**src/rtl/color_sensor_ctrl.sv**
```systemverilog
`default_nettype none
// +--------------------------------------------------------------------------+
// | color_sensor_ctrl: TCS3472 init + continuous RGBC read sequencer over a  |
// | generic single-byte I2C master.            Revision: 1.0                 |
// +--------------------------------------------------------------------------+
module color_sensor_ctrl #(
  parameter logic [6:0]  SLAVE_ADDR     = 7'h29,
  parameter logic [7:0]  ATIME_VAL      = 8'hD5,
  parameter int unsigned POWERUP_CYCLES = 125000,
  parameter int unsigned INTEG_CYCLES   = 5500000,
  parameter int unsigned TIMEOUT_CYCLES = 500000
) (
  input  logic        clk,
  input  logic        rst,
  input  logic        enable,
  output logic        i2c_start,
  output logic        i2c_rw,
  output logic [6:0]  i2c_addr,
  output logic [7:0]  i2c_reg_addr,
  output logic [7:0]  i2c_data_in,
  input  logic [7:0]  i2c_data_out,
  input  logic        i2c_done,
  output logic [15:0] clear,
  output logic [15:0] red,
  output logic [15:0] green,
  output logic [15:0] blue,
  output logic        data_valid,
  output logic        busy,
  output logic        timeout_err
);

  typedef enum logic [3:0] {
    S_IDLE       = 4'd0,
    S_PON_WR     = 4'd1,
    S_PON_WAIT   = 4'd2,
    S_AEN_WR     = 4'd3,
    S_ATIME_WR   = 4'd4,
    S_INTEG_WAIT = 4'd5,
    S_RD_XFER    = 4'd6,
    S_PUBLISH    = 4'd7
  } state_t;

  localparam logic [31:0] c_PWR_LOAD   = 32'(POWERUP_CYCLES - 1);
  localparam logic [31:0] c_INTEG_LOAD = 32'(INTEG_CYCLES - 1);
  localparam logic [31:0] c_TO_LAST    = 32'(TIMEOUT_CYCLES - 1);

  state_t      r_state;
  logic        r_done_d;
  logic [31:0] r_wait_cnt;
  logic [31:0] r_to_cnt;
  logic [2:0]  r_idx;
  logic [7:0]  r_shadow [8];

  logic        w_done_rise;
  logic        w_xfer_state;
  logic        w_rw;
  logic [7:0]  w_reg;
  logic [7:0]  w_data;

  assign i2c_addr     = SLAVE_ADDR;
  assign busy         = (r_state != S_IDLE);
  assign w_done_rise  = i2c_done & ~r_done_d;
  assign w_xfer_state = (r_state == S_PON_WR) || (r_state == S_AEN_WR) ||
                        (r_state == S_ATIME_WR) || (r_state == S_RD_XFER);

  always_comb begin
    w_rw   = 1'b0;
    w_reg  = 8'h80;
    w_data = 8'h01;
    case (r_state)
      S_AEN_WR:   w_data = 8'h03;
      S_ATIME_WR: begin
        w_reg  = 8'h81;
        w_data = ATIME_VAL;
      end
      S_RD_XFER:  begin
        w_rw   = 1'b1;
        w_reg  = 8'h94 + {5'd0, r_idx};
        w_data = 8'h00;
      end
      default: ;
    endcase
  end

  always_ff @(posedge clk or posedge rst) begin
    if (rst) begin
      r_state      <= S_IDLE;
      r_done_d     <= 1'b0;
      r_wait_cnt   <= '0;
      r_to_cnt     <= '0;
      r_idx        <= '0;
      i2c_start    <= 1'b0;
      i2c_rw       <= 1'b0;
      i2c_reg_addr <= '0;
      i2c_data_in  <= '0;
      clear        <= '0;
      red          <= '0;
      green        <= '0;
      blue         <= '0;
      data_valid   <= 1'b0;
      timeout_err  <= 1'b0;
      for (int i = 0; i < 8; i++) r_shadow[i] <= '0;
    end else begin
      r_done_d   <= i2c_done;
      data_valid <= 1'b0;
      if (w_xfer_state) begin
        if (!i2c_start) begin
          // Nothing in flight: a stale done must fall before the next issue.
          if (!enable) begin
            r_state <= S_IDLE;
          end else if (!i2c_done) begin
            i2c_start    <= 1'b1;
            i2c_rw       <= w_rw;
            i2c_reg_addr <= w_reg;
            i2c_data_in  <= w_data;
            r_to_cnt     <= '0;
          end
        end else if (w_done_rise) begin
          i2c_start <= 1'b0;
          if (r_state == S_RD_XFER) begin
            r_shadow[r_idx] <= i2c_data_out;
            r_idx           <= r_idx + 3'd1;
          end
          if (!enable) begin
            r_state <= S_IDLE;
          end else begin
            case (r_state)
              S_PON_WR: begin
                r_state    <= S_PON_WAIT;
                r_wait_cnt <= c_PWR_LOAD;
              end
              S_AEN_WR:   r_state <= S_ATIME_WR;
              S_ATIME_WR: begin
                r_state    <= S_INTEG_WAIT;
                r_wait_cnt <= c_INTEG_LOAD;
              end
              default: begin
                // Final byte goes straight to the outputs alongside the shadow.
                if (r_idx == 3'd7) begin
                  r_state     <= S_PUBLISH;
                  clear       <= {r_shadow[1], r_shadow[0]};
                  red         <= {r_shadow[3], r_shadow[2]};
                  green       <= {r_shadow[5], r_shadow[4]};
                  blue        <= {i2c_data_out, r_shadow[6]};
                  data_valid  <= 1'b1;
                  timeout_err <= 1'b0;
                end
              end
            endcase
          end
        end else if (r_to_cnt == c_TO_LAST) begin
          i2c_start   <= 1'b0;
          timeout_err <= 1'b1;
          r_state     <= enable ? S_PON_WR : S_IDLE;
        end else begin
          r_to_cnt <= r_to_cnt + 32'd1;
        end
      end else begin
        case (r_state)
          S_IDLE: if (enable) r_state <= S_PON_WR;
          S_PON_WAIT, S_INTEG_WAIT: begin
            if (r_wait_cnt == 32'd0) begin
              r_idx <= '0;
              if (!enable)                     r_state <= S_IDLE;
              else if (r_state == S_PON_WAIT)  r_state <= S_AEN_WR;
              else                             r_state <= S_RD_XFER;
            end else begin
              r_wait_cnt <= r_wait_cnt - 32'd1;
            end
          end
          S_PUBLISH: begin
            if (enable) begin
              r_state    <= S_INTEG_WAIT;
              r_wait_cnt <= c_INTEG_LOAD;
            end else begin
              r_state <= S_IDLE;
            end
          end
          default: r_state <= S_IDLE;
        endcase
      end
    end
  end

endmodule
`default_nettype wire

```
**config.mk**
```make
export PLATFORM = sky130hd
export DESIGN_NAME = color_sensor_ctrl
export DESIGN_NICKNAME = d
export VERILOG_FILES = /design/src/rtl/color_sensor_ctrl.sv
export SDC_FILE = /design/constraint.sdc
export NUM_CORES = 1
export LEC_CHECK = 0
export ABC_AREA = 0
export CAP_MARGIN = 20
export CORE_MARGIN = 3
export CORE_UTILIZATION = 51
export DETAILED_ROUTE_END_ITERATION = 7
export PLACE_DENSITY = 0.79
export SYNTH_ARGS = -nofsm -noshare
export SYNTH_HDL_FRONTEND = slang
export SYNTH_SLANG_ARGS = --single-unit
```
**constraint.sdc**
```tcl
create_clock -name clk -period 8.7 [get_ports clk]
set_input_delay 0.87 -clock clk [delete_from_list [all_inputs] [get_ports clk]]
set_output_delay 0.87 -clock clk [all_outputs]
set_load 0.05 [all_outputs]
```
==> results_dict.tcl, run 1 <==
set metrics [dict create \
    swShare 0.2177 \
    power.switching_uw 417.2 \
    cts_buffer_depth 3 \
    root_buffer "clkbuf_16" \
    synth.largest_area_cell "dfrtp_1" \
    crit_path_end_kind "register" \
    worstSkewPairLatency_ns 0.49 \
    overflow 0 \
    power_per_cell_area_nw_per_um2 173.3 \
    hold_viol_final 0 \
    post-cts-setup-buffers 0 \
    startpoint "r_wait_cnt[0]$_DFFE_PP0P_" \
    postRouteAntennaNets 0 \
    fp-row-count 48 \
    ys_types 56 \
    grt_usage 0.2110 \
    layout_setup_ws_ns 5.278 \
    async_reset_ff_frac 1.000 \
    core_um2 17600 \
    setup_viol 0 \
    cpPeakStageDelay_ns 0.77 \
    critPathSlowestCell "nand4_1" \
    total_power_uw 1916 \
    fmax_mhz 292.2 \
    slew_violations 0 \
    syn_inst 810 \
    reg2reg_depth 7 \
    antenna_cells 0 \
    wirelength_um 20880 \
    cts_max_level 1 \
    rr_startpoint "r_wait_cnt[0]$_DFFE_PP0P_" \
    drive_gt1_frac 0.1942 \
    r2r_slack_ns 5.28 \
    area_growth_pct 18.28 \
    peakVddDrop_uv 173.5 \
    place_ws_ns 5.172 \
    clkTransAtPathRegs_ns 0.06 \
    synth_ff_type "dfrtp_1" \
    drt-initial-drc-count 529 \
    pwr-share-comb 0.036 \
    ys_top_cells_by_area "dfrtp_1, mux2_2, nand2_1, nor2_1, o21ai_0" \
    grt_max_degree 125 \
    syn_avg_cell_area_um2 11.54 \
    r2r_end "r_wait_cnt[28]$_DFFE_PP0P_" \
    worst_slew_pin_slew_ns 1.079 \
    crit_required_ns 9.07 \
    worstHoldPathCells 1 \
    ys_warn_count 0 \
    rsz0062_at_grt "no" \
    numPortBuffers 92 \
    place_congestion 0.8688 \
    num-nets-final 898 \
    avgRoutedWirePerCell_um 18.63 \
    max-cap-violations 0 \
    synth_top_cell_area_share 0.5463 \
    ys_seq_elements 204 \
    numCtsBuffers 21 \
    period_needed_ns 3.422 \
    pwr-share-clk 0.460 \
    path_class "reg -> reg" \
    initial_core_util 0.5311 \
    leakagePower_uw 0.004996 \
    holdBufCountCts 0 \
    status "finished, final reports clean" \
    period_share 0.3934 \
    sequentialPowerShare 0.504 \
    die-area_um2 19980 \
    max_slew_margin 0.2740 \
    grt_pass1_vias 6732 \
    hp-start "i2c_reg_addr[7]$_DFFE_PP0P_" \
    cp-start-kind "register" \
    dr_total_vias 6774 \
    io_pins 104 \
    hold_end "i2c_reg_addr[7]$_DFFE_PP0P_" \
    netlist_area_um2 9345 \
    fin_worst_skew_ns 0.007512 \
    die_w_um 141.4 \
    yosysSeqAreaShare 0.5463 \
    hpwl_um 13370 \
    route.detailed.drc 0 \
    hold_class "reg -> reg" \
    cts_tree "done" \
    clock-sinks 204 \
    crit_fanout 20 \
    grt_pass1_wl_um 34730 \
    post_cts_resized 0 \
    synth_edf_count 0 \
    crit_path_cell_trace "inv_1, ha_1, nor3b_1, and4_1, nand4_1, nand2_1, o31ai_1" \
    die_y_um 141.4 \
    drtPass1Iterations 5 \
    viasPerCell 6.043 \
    antenna_found_initial 0 \
    internal_power_uw 1499 \
    worst_ep_arrival_time_ns 3.79 \
    fin_tns_setup_ns 0 \
]
==> kinds of logic after synthesis <==
group	after synthesis	synth area share
and+or+nand+nor	251	0.1481
DFF	204	0.5463
AOI/OAI and AO/OA	131	0.09104
muxes	129	0.1544
buffers and inverters	72	0.03735
xor gates and xnor gates	17	0.01674
adders and majority gates	4	0.005356
other	2	0.0008036
==> cells in the mapped netlist (3+ instances only) <==
master and count:
nor2b_1 3, and4_1 7, and2_1 3, buf_1 3, and3_1 6, o41ai_1 4, xnor2_1 16, nor4_1 22
nor3_1 16, a21oi_1 19, nand3_1 25, or3_1 18, buf_2 3, o31ai_1 19, dfrtp_1 204, and3b_1 3
mux2_2 121, or4_1 11, a41oi_1 3, a21o_1 4, nand4_1 10, nand2b_1 9, o21ai_0 32, clkbuf_1 35
ha_1 4, inv_1 13, nor4b_1 3, nor2_1 44, nand3b_1 6, nand2_1 50, a311oi_1 6, nor3b_1 3
o211ai_1 8, a31oi_1 22, mux2i_1 8, buf_4 16
==> through the flow <==
| stage | utilization | area [um2] | hold slack (ns) | std cells |
|---|---|---|---|---|
| floorplan | - | 9379 | 0.4577 | 819 |
| global placement | 0.5878 | 10340 | 0.4498 | 1083 |
| detailed placement | 0.5878 | 10340 | 0.4554 | 1083 |
| CTS | 0.6266 | 11030 | 0.4724 | 1120 |
| global route | 0.6281 | 11050 | 0.5058 | 1121 |
| finish | 0.6281 | 11050 | 0.4676 | 1121 |
==> sequential cells by signal, summed over array words and instances (netlist names) <==
| signal | cells |
|---|---|
| blue | 16 |
| clear | 16 |
| data_valid | 1 |
| green | 16 |
| i2c_data_in | 3 |
| i2c_reg_addr | 6 |
| i2c_rw | 1 |
| i2c_start | 1 |
| r_done_d | 1 |
| r_idx | 3 |
| r_shadow | 56 |
| r_state | 3 |
| r_to_cnt | 32 |
| r_wait_cnt | 32 |
| red | 16 |
| timeout_err | 1 |
==> routing by layer <==
| layer | wire length [um] | global-route usage |
|---|---|---|
| met5 | 0 | 0 |
| met4 | 548 | 0.06527 |
| met3 | 1068 | 0.03067 |
| met2 | 10290 | 0.3499 |
| met1 | 8975 | 0.2896 |
==> cell usage in the layout (no fill, tap or decap), drive strengths merged, types with 5 or more instances in the layout <==
master	n
a21oi	19
a311oi	6
a31oi	22
and3	6
and4	7
buf	7
clkbuf	31
clkdlybuf4s50	92
conb	11
dfrtp	204
inv	14
mux2	121
mux2i	8
nand2	50
nand2b	9
nand3	25
nand3b	6
nand4	10
nor2	44
nor3	17
nor3b	5
nor4	22
o211ai	8
o21ai	33
o31ai	19
or3	18
or4	13
xnor2	17
==> worst max-delay path by stage <==
stage	slack (ns)	end	cells after the start
after floorplan	2.26	blue[0]$_DFFE_PP0P_	1
after global placement	5.23	r_wait_cnt[11]$_DFFE_PP0P_	6
after detailed placement	5.17	r_to_cnt[24]$_DFFE_PP0P_	6
after CTS	5.41	r_wait_cnt[28]$_DFFE_PP0P_	7
after global routing	5.05	r_wait_cnt[28]$_DFFE_PP0P_	7
final	5.28	r_wait_cnt[28]$_DFFE_PP0P_	7
==> power by group through the flow <==
stage | combinational, uW | clock [uW] | sequential, uW
after global routing | 75.3 | 941 | 966
after detailed placement | 68.3 | 0 | 983
after floorplan | 44.2 | 0 | 986
after global placement | 67.7 | 0 | 983
final | 68.2 | 882 | 966
after CTS | 68.4 | 899 | 966
==> cell type report <==
class / count / area (um2)
fill: 1357 / 6544
sequential: 204 / 5105
multi-input combinational: 543 / 3935
timing repair buffer: 99 / 993.5
clock buffer: 31 / 623.1
tap: 225 / 281.5
clock inverter: 6 / 58.81
inverter: 13 / 56.30
==> critical path, delay by kind of cell (launching register included) <==
family	cells	cell delay (ns)
AND/OR/NAND/NOR	4	2.50
adder cells (fa/ha/maj)	1	0.17
flip-flops	1	0.42
buffers and inverters	1	0.07
AO/OA/AOI/OAI	1	0.13
(Power assumes the default switching activity.)
==> inputs of run 2 (changes only) <==
PLACE_DENSITY = 0.82   (was 0.79)
clock period = 3.1 ns   (was 8.7 ns; I/O delays follow)
==> run 2 against run 1 <==
Compared with the run above:
- non-clock buffer count increased by 23
- largest cell class unchanged
- register-to-register slack lost 4.9 ns
- setup slack worse by 4.9 ns
- critical path type unchanged
- clock skew rose by 0.017 ns
- combinational power rose to 2.9 times the previous value
==> results_dict.tcl, run 2 (synthesis gave the netlist of run 1 again) <==
set metrics [dict create \
    status "finished, final reports clean" \
    fmax_mhz 372.6 \
    max_slew_margin 0.4012 \
    antenna_cells 0 \
    grt_usage 0.2121 \
    num-nets-final 922 \
    crit_required_ns 3.48 \
    antenna_found_initial 0 \
    drive_gt1_frac 0.2165 \
    r2r_end "r_wait_cnt[11]$_DFFE_PP0P_" \
    worst_slew_pin_slew_ns 0.8899 \
    clkTransAtPathRegs_ns 0.06 \
    path_class "reg -> reg" \
    place_congestion 0.9253 \
    power_per_cell_area_nw_per_um2 491.4 \
    io_pins 104 \
    crit_fanout 9 \
    top_register "r_shadow" \
    worstSkewPairLatency_ns 0.52 \
    cts_max_level 1 \
    core_um2 17600 \
    wirelength_um 21190 \
    overflow 0 \
    cts_tree "done" \
    numPortBuffers 92 \
    leakagePower_uw 0.005134 \
    reg2reg_depth 6 \
    cp-start-kind "register" \
    worst_ep_arrival_time_ns 3.06 \
    crit_path_cell_trace "or3b_2, a2111oi_0, and4_1, buf_4, nor4_1, or3_1" \
    hpwl_um 13870 \
    period_needed_ns 2.684 \
    startpoint "r_state[0]$_DFFE_PP0P_" \
    layout_common_cells "dfrtp_1, mux2_2, clkdlybuf4s50_1" \
    clock-sinks 204 \
    avgRoutedWirePerCell_um 18.52 \
    met2WireLength_um 10350 \
    holdBufCountCts 0 \
    hold_viol_final 0 \
    root_buffer "clkbuf_16" \
    crit_path_end "r_wait_cnt[11]$_DFFE_PP0P_" \
    setup_viol 0 \
    fp-row-count 48 \
    post-cts-setup-buffers 0 \
    cpPeakStageDelay_ns 0.56 \
    largest_register_ffs 56 \
    grt_max_degree 131 \
    fin_util 0.6418 \
    wl_met1_um 9401 \
    post_cts_resized 0 \
    period_share 0.8657 \
    final_common_cell "dfrtp_1" \
    rr_startpoint "r_state[0]$_DFFE_PP0P_" \
    r2r_slack_ns 0.42 \
    drt-initial-drc-count 570 \
    topRoutingLayerUsed "met4" \
    max-cap-violations 0 \
    cts_buffer_depth 3 \
    grt_pass1_wl_um 34880 \
    fin_worst_skew_ns 0.02458 \
    initial_core_util 0.5311 \
    peakVddDrop_uv 515.1 \
    area_growth_pct 20.85 \
    viasPerCell 5.878 \
    grt_pass1_vias 6613 \
    hold_class "in -> async" \
    route.detailed.drc 0 \
    die_w_um 141.4 \
    postRouteAntennaNets 0 \
    rsz0062_at_grt "no" \
    die-area_um2 19980 \
    fin_tns_setup_ns 0 \
    die_y_um 141.4 \
    met3_wirelength_um 929 \
    crit_path_end_kind "register" \
    reg.largest.list "r_shadow x56, r_to_cnt x32, r_wait_cnt x32" \
    drtPass1Iterations 5 \
    dr_total_vias 6724 \
    fillers 1355 \
    numCtsBuffers 22 \
    slew_violations 0 \
    critPathSlowestCell "or3b_2" \
]
[run 2: changes by cell type in the layout (fill, tap and decap cells not counted)]
cell / before / now
clkinv_8: 0 / 1
buf_12: 0 / 3
clkbuf_8: 6 / 5
clkinvlp_4: 0 / 1
inv_8: 1 / 0
clkbuf_16: 21 / 22
clkbuf_1: 4 / 2
bufinv_16: 1 / 2
clkinv_2: 4 / 3
buf_4: 6 / 27
clkinv_4: 0 / 1
buf_16: 1 / 0
[run 2: how the worst min path moves through the flow]
stage / startpoint / to / slack (ns) / cells after the start
2_1_floorplan: i2c_done / r_done_d$_DFF_PP0_ / 0.34 / 0
3_5_place_dp: i2c_reg_addr[2]$_DFFE_PP0P_ / i2c_reg_addr[2]$_DFFE_PP0P_ / 0.46 / 2
3_3_place_gp: i2c_reg_addr[3]$_DFFE_PP0P_ / i2c_reg_addr[3]$_DFFE_PP0P_ / 0.45 / 2
6_report: rst / green[1]$_DFFE_PP0P_ / 0.27 / 3
4_1_cts: rst / green[9]$_DFFE_PP0P_ / 0.30 / 3
5_1_grt: rst / green[9]$_DFFE_PP0P_ / 0.32 / 3
[run 2: final cells by class]
type / instances / area, um2 / area share
clock buffers: 29 / 626.9 / 0.05551
inverters: 13 / 52.55 / 0.004653
well taps: 225 / 281.5 / 0.02493
repair buffers: 122 / 1184 / 0.1048
flip-flops and latches: 204 / 5105 / 0.4520
multi-input cells: 543 / 3935 / 0.3484
clock inverters: 8 / 108.9 / 0.009639
[run 2: critical path: cells and delay by family (launching register included)]
kind            cells  cell delay (ns)
buf+inv             1             0.22
compound gates      1             0.46
simple gates        4             1.41
flops               1             0.48
[run 2: power breakdown]
part / switching, uW / leakage (uW) / total (uW) / internal, uW
clock network: 1050 / 0.000365 / 2640 / 1590
registers: 26.9 / 0.00275 / 2710 / 2690
logic: 145 / 0.00202 / 195 / 49.9
[run 2: metal layers]
layer,up-vias,GRT usage
li1,3159,-
met1,3337,0.3010
met2,187,0.3431
met3,41,0.02865
met4,0,0.06374
met5,-,0
[run 2: per-stage QoR]
step | cells | hold WS [ns] | setup slack (ns) | instance area, um2 | power, uW
floorplan | 819 | 0.3414 | 0.1457 | 9383 | 2892
global placement | 1107 | 0.4477 | 0.2286 | 10560 | 2954
detailed placement | 1107 | 0.4574 | 0.1606 | 10560 | 2958
CTS | 1144 | 0.3025 | 0.4103 | 11290 | 5598
global route | 1144 | 0.3217 | 0.1776 | 11290 | 5748
finish | 1144 | 0.2731 | 0.4163 | 11290 | 5550
==> inputs of run 3 (changes only) <==
CELL_PAD_IN_SITES_DETAIL_PLACEMENT = 0   (was unset)
CELL_PAD_IN_SITES_GLOBAL_PLACEMENT = 1   (was unset)
CORE_UTILIZATION = 41   (was 51)
==> run 3 against run 2 <==
Compared with the run above:
- die area grew 23%
- first-iteration DRC count decreased by 45%
- highest routed layer unchanged
- core utilization shrank 13 points
- final cell count is 5.1% higher
==> results_dict.tcl, run 3 (synthesis gave the netlist of run 1 again) <==
set metrics [dict create \
    peakVddDrop_uv 288.9 \
    core_um2 22090 \
    antenna_found_initial 0 \
    grt_pass1_wl_um 34920 \
    postRouteAntennaNets 0 \
    leakagePower_uw 0.005150 \
    place_ws_ns 0.1595 \
    period_share 0.9227 \
    fillers 1900 \
    initial_core_util 0.4230 \
    met2WireLength_um 10470 \
    cpPeakStageDelay_ns 0.57 \
    worstSkewPairLatency_ns 0.50 \
    antenna_cells 0 \
    overflow 0 \
    cts_max_level 1 \
    fp-row-count 54 \
    avgRoutedWirePerCell_um 17.86 \
    max-cap-violations 0 \
    area_growth_pct 21.98 \
    num-nets-final 924 \
    die_w_um 157.0 \
    post-cts-setup-buffers 0 \
    viasPerCell 5.592 \
    fmax_mhz 349.6 \
    max_slew_margin 0.5155 \
    post_cts_resized 0 \
    clkTransAtPathRegs_ns 0.06 \
    rsz0062_at_grt "no" \
    wirelength_um 21470 \
    largest_register_ffs 56 \
    dr_total_vias 6722 \
    grt_pass1_vias 6584 \
    worst_ep_arrival_time_ns 3.23 \
    met3_wirelength_um 908 \
    worst_slew_pin_slew_ns 0.7241 \
    drive_gt1_frac 0.2191 \
    hpwl_um 14440 \
    grt_usage 0.1730 \
    place_congestion 0.8439 \
    clock-sinks 204 \
    hold_viol_final 0 \
    cts_tree "done" \
    top_register "r_shadow" \
    period_needed_ns 2.860 \
    crit_path_end_kind "register" \
    numPortBuffers 92 \
    final_common_cell "dfrtp_1" \
    fin_area_um2 11400 \
    fin_worst_skew_ns 0.006041 \
    numCtsBuffers 22 \
    wl_met1_um 9779 \
    fin_tns_setup_ns 0 \
    cp-start-kind "register" \
    power_per_cell_area_nw_per_um2 486.3 \
    drt-initial-drc-count 313 \
    crit_path_cell_trace "or3b_2, a2111oi_0, and4_1, buf_4, nor4_1, or3_1" \
    layout_setup_ws_ns 0.2396 \
    place_area_um2 10650 \
    grt_max_degree 75 \
    io_pins 104 \
    die-area_um2 24640 \
    critPathSlowestCell "or3b_2" \
    drtPass1Iterations 5 \
    route.detailed.drc 0 \
    crit_required_ns 3.47 \
    reg.largest.list "r_shadow x56, r_to_cnt x32, r_wait_cnt x32" \
    path_class "reg -> reg" \
    die_y_um 157.0 \
    cts_buffer_depth 3 \
    topRoutingLayerUsed "met4" \
    holdBufCountCts 0 \
    crit_fanout 14 \
    layout_common_cells "dfrtp_1, mux2_2, clkdlybuf4s50_1" \
    root_buffer "clkbuf_16" \
    status "finished, final reports clean" \
    setup_viol 0 \
    slew_violations 0 \
    hold_class "in -> async" \
]
run 3: path summary, 6_finish.rpt:
path / from / to / slack, ns / cells after the start
min in group clk: i2c_done / r_done_d$_DFF_PP0_ / 0.41 / 1
hold reg to reg: i2c_reg_addr[3]$_DFFE_PP0P_ / i2c_reg_addr[3]$_DFFE_PP0P_ / 0.47 / 2
setup reg to reg: r_state[0]$_DFFE_PP0P_ / r_wait_cnt[11]$_DFFE_PP0P_ / 0.24 / 6
max in group asynchronous: rst / r_wait_cnt[27]$_DFFE_PP0P_ / 2.11 / 3
setup / recovery: r_state[0]$_DFFE_PP0P_ / r_wait_cnt[11]$_DFFE_PP0P_ / 0.24 / 6
hold / removal: rst / i2c_data_in[0]$_DFFE_PP0P_ / 0.22 / 2
run 3: where the power goes:
| group | total, uW | switching (uW) | internal [uW] |
|---|---|---|---|
| Combinational | 201 | 147 | 53.5 |
| Clock | 2630 | 1030 | 1600 |
| Sequential | 2710 | 26.0 | 2690 |
run 3: cell type report:
class | count | area [um2] | area share
sequential | 204 | 5105 | 0.4478
multi-input combinational | 543 | 3935 | 0.3452
timing repair buffer | 124 | 1211 | 0.1062
clock buffer | 33 | 681.9 | 0.05982
tap | 280 | 350.3 | 0.03073
clock inverter | 5 | 63.81 | 0.005598
inverter | 13 | 52.55 | 0.004610
run 3: per-layer routing:
metal  track usage  vias to the layer above
li1              -                     3168
met1        0.2459                     3384
met2        0.2817                      140
met3       0.02392                       30
met4       0.04335                        0
met5             0                        -
run 3: worst max-delay path: cells and delay by family (launching register included):
family / cells / cell delay [ns]
DFF: 1 / 0.54
AOI/OAI and AO/OA: 1 / 0.55
buffers and inverters: 1 / 0.23
and+or+nand+nor: 4 / 1.40
run 3: stage by stage:
step	total power, uW	util	hold WS, ns	std cells
after floorplan	2892	-	0.3414	819
after CTS	5612	0.5160	0.2175	1202
after global placement	2962	0.4822	0.4488	1164
final	5544	0.5160	0.2212	1202
after detailed placement	2964	0.4822	0.4523	1164
after global routing	5750	0.5160	0.2485	1202
